==> src/rtl/iter_divider_if.sv <==
// Request/response handshake bundle for the iterative divider.
// The issue side uses master; the divider uses slave.
interface iter_divider_if #(
  parameter int WIDTH     = 32,
  parameter int TAG_WIDTH = 6
);
  logic                 req_valid;
  logic                 req_ready;
  logic [1:0]           req_op;
  logic [WIDTH-1:0]     req_dividend;
  logic [WIDTH-1:0]     req_divisor;
  logic [TAG_WIDTH-1:0] req_tag;
  logic                 resp_valid;
  logic                 resp_ready;
  logic [WIDTH-1:0]     resp_result;
  logic [TAG_WIDTH-1:0] resp_tag;

  modport master (
    output req_valid, req_op, req_dividend, req_divisor, req_tag, resp_ready,
    input  req_ready, resp_valid, resp_result, resp_tag
  );

  modport slave (
    input  req_valid, req_op, req_dividend, req_divisor, req_tag, resp_ready,
    output req_ready, resp_valid, resp_result, resp_tag
  );
endinterface

==> src/rtl/iter_divider.sv <==
// Radix-2 restoring divider for DIV/DIVU/REM/REMU, one quotient bit per cycle.
// Divide-by-zero and signed overflow are resolved at accept and skip the iteration.
module iter_divider #(
  parameter int WIDTH     = 32,
  parameter int TAG_WIDTH = 6
) (
  input  logic           clk,
  input  logic           rst_aL,
  input  logic           flush,
  iter_divider_if.slave  bus
);

  localparam int CNT_W = $clog2(WIDTH);
  localparam logic [WIDTH-1:0] MIN_VAL = {1'b1, {(WIDTH-1){1'b0}}};

  typedef enum logic [1:0] {IDLE, CALC, DONE} state_t;

  state_t               state_q, state_d;
  logic [CNT_W-1:0]     cnt_q, cnt_d;
  logic [WIDTH-1:0]     rem_q, rem_d;
  logic [WIDTH-1:0]     quo_q, quo_d;
  logic [WIDTH-1:0]     divisor_q, divisor_d;
  logic [1:0]           op_q, op_d;
  logic                 quo_neg_q, quo_neg_d;
  logic                 rem_neg_q, rem_neg_d;
  logic [WIDTH-1:0]     result_q, result_d;
  logic [TAG_WIDTH-1:0] tag_q, tag_d;

  logic                 signed_op;
  logic                 dvd_neg, dvs_neg;
  logic [WIDTH-1:0]     abs_dvd, abs_dvs;
  logic                 div_zero, overflow;
  logic [WIDTH:0]       rem_sh, trial;
  logic [WIDTH-1:0]     rem_next, quo_next;
  logic [WIDTH-1:0]     quo_fix, rem_fix;

  always_comb begin
    state_d   = state_q;
    cnt_d     = cnt_q;
    rem_d     = rem_q;
    quo_d     = quo_q;
    divisor_d = divisor_q;
    op_d      = op_q;
    quo_neg_d = quo_neg_q;
    rem_neg_d = rem_neg_q;
    result_d  = result_q;
    tag_d     = tag_q;

    signed_op = ~bus.req_op[0];
    dvd_neg   = signed_op & bus.req_dividend[WIDTH-1];
    dvs_neg   = signed_op & bus.req_divisor[WIDTH-1];
    abs_dvd   = dvd_neg ? -bus.req_dividend : bus.req_dividend;
    abs_dvs   = dvs_neg ? -bus.req_divisor : bus.req_divisor;
    div_zero  = (bus.req_divisor == '0);
    overflow  = signed_op && (bus.req_dividend == MIN_VAL) && (bus.req_divisor == '1);

    // The remainder stays below the divisor, so bit WIDTH of trial is a true sign bit.
    rem_sh   = {rem_q, quo_q[WIDTH-1]};
    trial    = rem_sh - {1'b0, divisor_q};
    rem_next = trial[WIDTH] ? rem_sh[WIDTH-1:0] : trial[WIDTH-1:0];
    quo_next = {quo_q[WIDTH-2:0], ~trial[WIDTH]};
    quo_fix  = quo_neg_q ? -quo_next : quo_next;
    rem_fix  = rem_neg_q ? -rem_next : rem_next;

    unique case (state_q)
      IDLE: begin
        if (bus.req_valid) begin
          op_d  = bus.req_op;
          tag_d = bus.req_tag;
          if (div_zero) begin
            result_d = bus.req_op[1] ? bus.req_dividend : '1;
            state_d  = DONE;
          end else if (overflow) begin
            result_d = bus.req_op[1] ? '0 : MIN_VAL;
            state_d  = DONE;
          end else begin
            rem_d     = '0;
            quo_d     = abs_dvd;
            divisor_d = abs_dvs;
            quo_neg_d = dvd_neg ^ dvs_neg;
            rem_neg_d = dvd_neg;
            cnt_d     = CNT_W'(WIDTH-1);
            state_d   = CALC;
          end
        end
      end
      CALC: begin
        rem_d = rem_next;
        quo_d = quo_next;
        if (cnt_q == '0) begin
          result_d = op_q[1] ? rem_fix : quo_fix;
          state_d  = DONE;
        end else begin
          cnt_d = cnt_q - CNT_W'(1);
        end
      end
      DONE: begin
        if (bus.resp_ready) state_d = IDLE;
      end
      default: state_d = IDLE;
    endcase

    // A flushed request never latches: restore every field the accept path touched.
    if (flush) begin
      state_d   = IDLE;
      cnt_d     = cnt_q;
      rem_d     = rem_q;
      quo_d     = quo_q;
      divisor_d = divisor_q;
      op_d      = op_q;
      quo_neg_d = quo_neg_q;
      rem_neg_d = rem_neg_q;
      result_d  = result_q;
      tag_d     = tag_q;
    end
  end

  always_ff @(posedge clk or negedge rst_aL) begin
    if (!rst_aL) begin
      state_q   <= IDLE;
      cnt_q     <= '0;
      rem_q     <= '0;
      quo_q     <= '0;
      divisor_q <= '0;
      op_q      <= '0;
      quo_neg_q <= 1'b0;
      rem_neg_q <= 1'b0;
      result_q  <= '0;
      tag_q     <= '0;
    end else begin
      state_q   <= state_d;
      cnt_q     <= cnt_d;
      rem_q     <= rem_d;
      quo_q     <= quo_d;
      divisor_q <= divisor_d;
      op_q      <= op_d;
      quo_neg_q <= quo_neg_d;
      rem_neg_q <= rem_neg_d;
      result_q  <= result_d;
      tag_q     <= tag_d;
    end
  end

  assign bus.req_ready   = (state_q == IDLE);
  assign bus.resp_valid  = (state_q == DONE);
  assign bus.resp_result = result_q;
  assign bus.resp_tag    = tag_q;

endmodule

==> src/flat_wrapper.sv <==
// flat-port wrapper written by rule: the top's interface ports become plain ports
module iter_divider_flat 
#(
  parameter int WIDTH     = 32,
  parameter int TAG_WIDTH = 6
)
  (clk, rst_aL, flush, bus_req_valid, bus_req_op, bus_req_dividend, bus_req_divisor, bus_req_tag, bus_resp_ready, bus_req_ready, bus_resp_valid, bus_resp_result, bus_resp_tag);
  iter_divider_if #(.WIDTH(WIDTH), .TAG_WIDTH(TAG_WIDTH)) bus_i ();
  input  logic clk;
  input  logic rst_aL;
  input  logic flush;
  input wire logic [$bits(bus_i.req_valid)-1:0] bus_req_valid;
  input wire logic [$bits(bus_i.req_op)-1:0] bus_req_op;
  input wire logic [$bits(bus_i.req_dividend)-1:0] bus_req_dividend;
  input wire logic [$bits(bus_i.req_divisor)-1:0] bus_req_divisor;
  input wire logic [$bits(bus_i.req_tag)-1:0] bus_req_tag;
  input wire logic [$bits(bus_i.resp_ready)-1:0] bus_resp_ready;
  output wire logic [$bits(bus_i.req_ready)-1:0] bus_req_ready;
  output wire logic [$bits(bus_i.resp_valid)-1:0] bus_resp_valid;
  output wire logic [$bits(bus_i.resp_result)-1:0] bus_resp_result;
  output wire logic [$bits(bus_i.resp_tag)-1:0] bus_resp_tag;
  assign bus_i.req_valid = bus_req_valid;
  assign bus_i.req_op = bus_req_op;
  assign bus_i.req_dividend = bus_req_dividend;
  assign bus_i.req_divisor = bus_req_divisor;
  assign bus_i.req_tag = bus_req_tag;
  assign bus_i.resp_ready = bus_resp_ready;
  assign bus_req_ready = bus_i.req_ready;
  assign bus_resp_valid = bus_i.resp_valid;
  assign bus_resp_result = bus_i.resp_result;
  assign bus_resp_tag = bus_i.resp_tag;
  iter_divider #(.WIDTH(WIDTH), .TAG_WIDTH(TAG_WIDTH)) u_core (.clk(clk), .rst_aL(rst_aL), .flush(flush), .bus(bus_i));
endmodule
==> config.mk <==
export PLATFORM = sky130hd
export DESIGN_NAME = iter_divider_flat
export DESIGN_NICKNAME = d
export VERILOG_FILES = /design/src/rtl/iter_divider_if.sv /design/src/rtl/iter_divider.sv /design/src/flat_wrapper.sv
export SDC_FILE = /design/constraint.sdc
export NUM_CORES = 1
export LEC_CHECK = 0
export CORE_MARGIN = 5
export CORE_UTILIZATION = 30
export CTS_CLUSTER_DIAMETER = 60
export DETAILED_ROUTE_END_ITERATION = 6
export GPL_TIMING_DRIVEN = 0
export PLACE_DENSITY_LB_ADDON = 0.08
export SYNTH_ARGS = -nofsm -noshare
export SYNTH_HDL_FRONTEND = slang
export SYNTH_SLANG_ARGS = --single-unit
==> constraint.sdc <==
create_clock -name clk -period 5.9 [get_ports clk]
set_input_delay 0.885 -clock clk [delete_from_list [all_inputs] [get_ports clk]]
set_output_delay 0.885 -clock clk [all_outputs]
set_load 0.005 [all_outputs]
After elaboration in Yosys (flattened, before gate mapping):

Cells that the tools add are included.

* register bits: 145
* output and inout bits: 40

* eq/ne operators: 13
* reductions and logical operators: 12
* bitwise logic cells: 8
* muxes and demuxes: 33
* add/sub/neg operators: 6

Operators with widths (count)
* 32-bit two-way mux: 18
* 32-bit one-hot mux with 2 select lines: 3
* 32-bit negator: 4
* 32-bit equality test (second input constant): 2
* 33-bit by 32-bit subtractor with 33-bit output: 1
* 32-bit zero test: 1
* 5-bit two-way mux: 4
* 5-bit AND reduction: 3
* 2-bit two-way mux: 6
* 5-bit one-hot mux with 2 select lines: 1
* 2-bit != test (second input constant): 4
* 3-bit != test (second input constant): 2
* 2-bit one-hot mux with 3 select lines: 1
* 3-bit AND reduction: 2
* 6-bit AND reduction: 1
* 5-bit zero test: 1
* 1-bit NOT: 5
* 5-bit by 1-bit subtractor with 5-bit output (second input constant): 1
* 3-bit by 1-bit != test with 1-bit output (second input constant): 1
* 3-bit by 2-bit != test with 1-bit output (second input constant): 1
* 1-bit AND: 2
* 2-bit by 1-bit equality test with 1-bit output (second input constant): 1
* 2-bit equality test (second input constant): 1
* 1-bit logical AND: 2
* 4 further kinds: 4

Longest topological paths before layout:

* depth after elaboration: 8
* depth in mapped cells: 25

Worst setup path after synthesis:

No wires, ideal clock.

* kind: reg2reg
* from: register u_core.quo_q[31]
* to: register u_core.result_q[28] (netlist: u_core.bus.resp_result[28])
* data arrival time: 5.102 ns
* stages on the path, launching flop included: 22
* slack: 0.714 ns
* data required time: 5.816 ns
* path through: dfrtp_1 inv_1 ha_1 fa_1 nand2b_1 a211oi_4 o21bai_2 o31ai_4 a21oi_2 o21ai_2 nand2_8 buf_2 o21ai_0 ha_1 or4b_1 nor2_1 or4b_1 nor3_1 a22oi_2 nand4b_1 mux2_1 o22ai_1

* cells in the longest elaborated chain, start to end: 7
* elaborated cells between the ends (all ways): 10

Ends and longest elaborated chain
* start: declaration: RTL line iter_divider.sv:21 `logic [WIDTH-1:0] quo_q, quo_d;`
* start signal: assignment: RTL line iter_divider.sv:134 `quo_q <= quo_d;`
* 33-bit by 32-bit subtractor with 33-bit output: RTL line iter_divider.sv:59 `trial = rem_sh - {1'b0, divisor_q};`
* 32-bit two-way mux / 1-bit NOT (equally long branches): RTL line iter_divider.sv:60, iter_divider.sv:61
* 32-bit negator (on tied branches): RTL line iter_divider.sv:63, iter_divider.sv:62
* 32-bit two-way mux (on tied branches): RTL line iter_divider.sv:63, iter_divider.sv:62
* 32-bit two-way mux *: RTL line iter_divider.sv:91 `result_d = op_q[1] ? rem_fix : quo_fix;`
* 32-bit two-way mux *: RTL line iter_divider.sv:90 `if (cnt_q == '0) begin`
* 32-bit one-hot mux with 2 select lines *: RTL line iter_divider.sv:65 `unique case (state_q)`
* end signal: assignment: RTL line iter_divider.sv:139 `result_q <= result_d;`
* end: declaration: RTL line iter_divider.sv:26 `logic [WIDTH-1:0] result_q, result_d;`

Every way passes the cells marked *; elsewhere a longest branch is shown, timed or not. The select of a mux whose other input is x is not followed.
A chain may end at the register's enable or synchronous reset.

Worst setup path after layout:

* from: register u_core.quo_q[31]
* to: register u_core.result_q[20] (netlist: u_core.bus.resp_result[20])

The elaborated chain is that of the path after synthesis.

==> metrics <==
synth top area cells dfrtp_1, o21ai_0, nand2_1; Seq/Total Area, Yosys 29.5%; crit path launch type flip-flop; min-delay worst type in2async; outcome finished clean; Final period util a little over nine tenths; Primary FF master, synth dfrtp_1; clock latency on the worst-skew pair about 460 ps; met3 Track Usage GR 4.16%; clock sink count 144; Pleak 5.89 nW; final worst slack 210 ps; via count 12639; GRT Util Overall 22.5%; CTS tree yes; library cells used by synthesis 92; vias in the first global route about 12000; GP Congestion 0.922; RR Startpoint u_core.quo_q[31]; Yosys top cell by area dfrtp_1; ys async rst share 100%; HPWL Detailed 40.6 mm; DRC Markers 0; Routed WL 51.1 mm; Worst Skew between 10 and 15 ps; CP Capture Type flip-flop; path depth of the worst reg2reg path 21; Worst-Margin Slew 1300 ps; Synth Register Bits 144; Fmax achieved roughly 180 MHz; clk slew on worst S/H paths 70 ps; H-tree depth 4; critical path arrival approximately 6000 ps; final setup vio count 0; I/O Pins 117; Core Region roughly 41000 um2; DR vias/cell 5.60; Crit. Startpoint u_core.quo_q[31]; chip width 212 um; yosys synthesis warning count 0; Post-Syn Area per Cell 7.77 um2; PwrDens around 240 nW/um2; met1 GRT Util 32.0%; DR pass1 iterations 6; Final ANT Viol Nets 0; top-area cell type share of the netlist area between 20 and 30%; root buffer cell clkbuf_16; Area growth syn-to-layout 20.8%; Die ar. 44900 um2; global-route wire length before repair around 77 mm; peak supply drop 0.000209 V; setup TNS 0 ps; Worst slew margin 12.6%; std cell rows 74; wire per inst 22.6 um; Initial Utilization 30.2%; layout net count 1828; Critical Path Fanout Max 10; dpl ws -819 ps; cts-stage hold buffer count 0; endpoints failing hold 0; final slew viol count 0; chip height 212 um; DRT iter0 DRCs 958; initial antenna violation count 0; max cap viols 0; Synthesized Nets roughly 1700; Post-Synthesis Cells 1574; Multi-input gate area 8080 um2; synth cell count leaders nand2_1, o21ai_0, dfrtp_1; Buffers on Ports between 100 and 150; Post-synth EDFFs 0; global route hottest layer met2; met2 Use GR approximately 36%; grt ovf 0; layout cells sized above 1 6.96%; WP data required 6230 ps; Min Hold Slack about 350 ps; ant diodes 0; Fill cells 4334; largest net degree at the start of global routing 86; CTS Buf Count 17; Post-Syn Area around 12000 um2; CTS Buffer Depth 2; post-layout minimum cycle time 5690 ps; register area around 3600 um2; Crit Path Category reg2reg
## power breakdown
part           leakage (nW)  internal [mW]  switching [mW]
logic                  3.74          0.446           0.754
clock network         0.286          0.677           0.493
registers              1.86           1.10           0.101
total                  5.89           2.22            1.35
## cells by family (layout without fill, tap and decap cells)
family,after synthesis,count (layout),synth area share [%]
adders and majority gates,40,40,4.15
xor gates and xnor gates,127,127,9.09
DFF,144,144,29.5
AOI/OAI and AO/OA,519,519,26.9
buffers and inverters,149,299,5.01
and+or+nand+nor,560,560,22.4
muxes,35,35,2.97
## flip-flops by register name, summed over array words and instances, names as in the netlist
signal and cells:
u_core.bus.resp_tag 6, u_core.rem_neg_q 1, u_core.op_q 1, u_core.bus.resp_result 32, u_core.quo_neg_q 1, u_core.quo_q 32, u_core.cnt_q 5, u_core.divisor_q 32
u_core.rem_q 32, u_core.state_q 2
## per-layer routing
metal / vias up / routed length [um]
li1: 6001 / -
met1: 6229 / 23900
met2: 368 / 23400
met3: 41 / 2830
met4: 0 / 899
met5: - / 0
## through the flow
| stage | std cells | total power [mW] | util (%) | area (um2) |
|---|---|---|---|---|
| global route | 2256 | 3.77 | 36.5 | 14800 |
| global placement | 2220 | 2.39 | 34.6 | 14000 |
| floorplan | 1574 | 1.95 | - | 12200 |
| detailed placement | 2221 | 2.39 | 34.7 | 14100 |
| finish | 2256 | 3.57 | 36.5 | 14800 |
| CTS | 2256 | 3.58 | 36.3 | 14700 |
## cells in the final DEF, fill, tap and decap left out, drive strengths merged, types with 5 or more instances in the layout
cell type,n
o21ai,200
nand2,194
dfrtp,144
nor2,127
a21oi,116
clkdlybuf4s50,113
clkbuf,76
xnor2,75
inv,60
xor2,52
ha,39
nor3,38
buf,38
or3,30
o211ai,29
nand3,27
mux2i,25
o31ai,25
or4,22
nand4,21
a21o,19
nor4,18
a31oi,17
or2,16
and3,15
nand2b,15
o41ai,15
a211oi,14
o22ai,10
mux2,10
o21a,9
and2,9
a211o,7
a22o,7
nor2b,6
nand3b,5
o211a,5
nor4b,5
clkinv,5
## critical path, cell delays in order, from the launching register on
cell,delay [ps]
dfrtp_2,450
inv_1,70
ha_1,200
fa_1,390
nand2b_1,220
a211oi_4,320
o21bai_2,150
o31ai_4,340
a21oi_2,160
o21ai_4,250
nand2_8,130
buf_4,240
o21ai_4,190
ha_1,250
or4b_1,530
nor2_4,180
or4b_4,520
nor3_2,160
a22oi_2,130
o21ai_0,260
xor2_1,320
o21ai_0,120
## final cells by class
cell class                      instances  share of cell area [%]
Multi-Input combinational cell       1281                    54.7
Sequential cell                       144                    24.4
Timing Repair Buffer                  119                    8.14
Tap cell                              532                    4.50
Clock buffer                           19                    3.00
Buffer                                 89                    2.70
Inverter                               59                    1.51
Clock inverter                         13                    1.09
## path summary, 6_finish.rpt
| check | to | slack (ps) |
|---|---|---|
| worst max-delay path | u_core.bus.resp_result[20] | 210 |
| worst min-delay path | u_core.quo_q[23] | 350 |
| worst max register to register | u_core.bus.resp_result[20] | 210 |
| worst min register to register | u_core.bus.resp_result[6] | 500 |
| max in group asynchronous | u_core.divisor_q[1] | 4710 |
| min in group clk | u_core.bus.resp_result[6] | 500 |
## what timing repair did
action,4_1_cts,5_1_grt
gates resized for setup,10,13
hold endpoints to repair,0,0
pin swaps,3,2
setup endpoints to repair,10,8
gates cloned,0,0
buffers inserted,3,1
No activity file was read; power rests on OpenSTA's default activity.
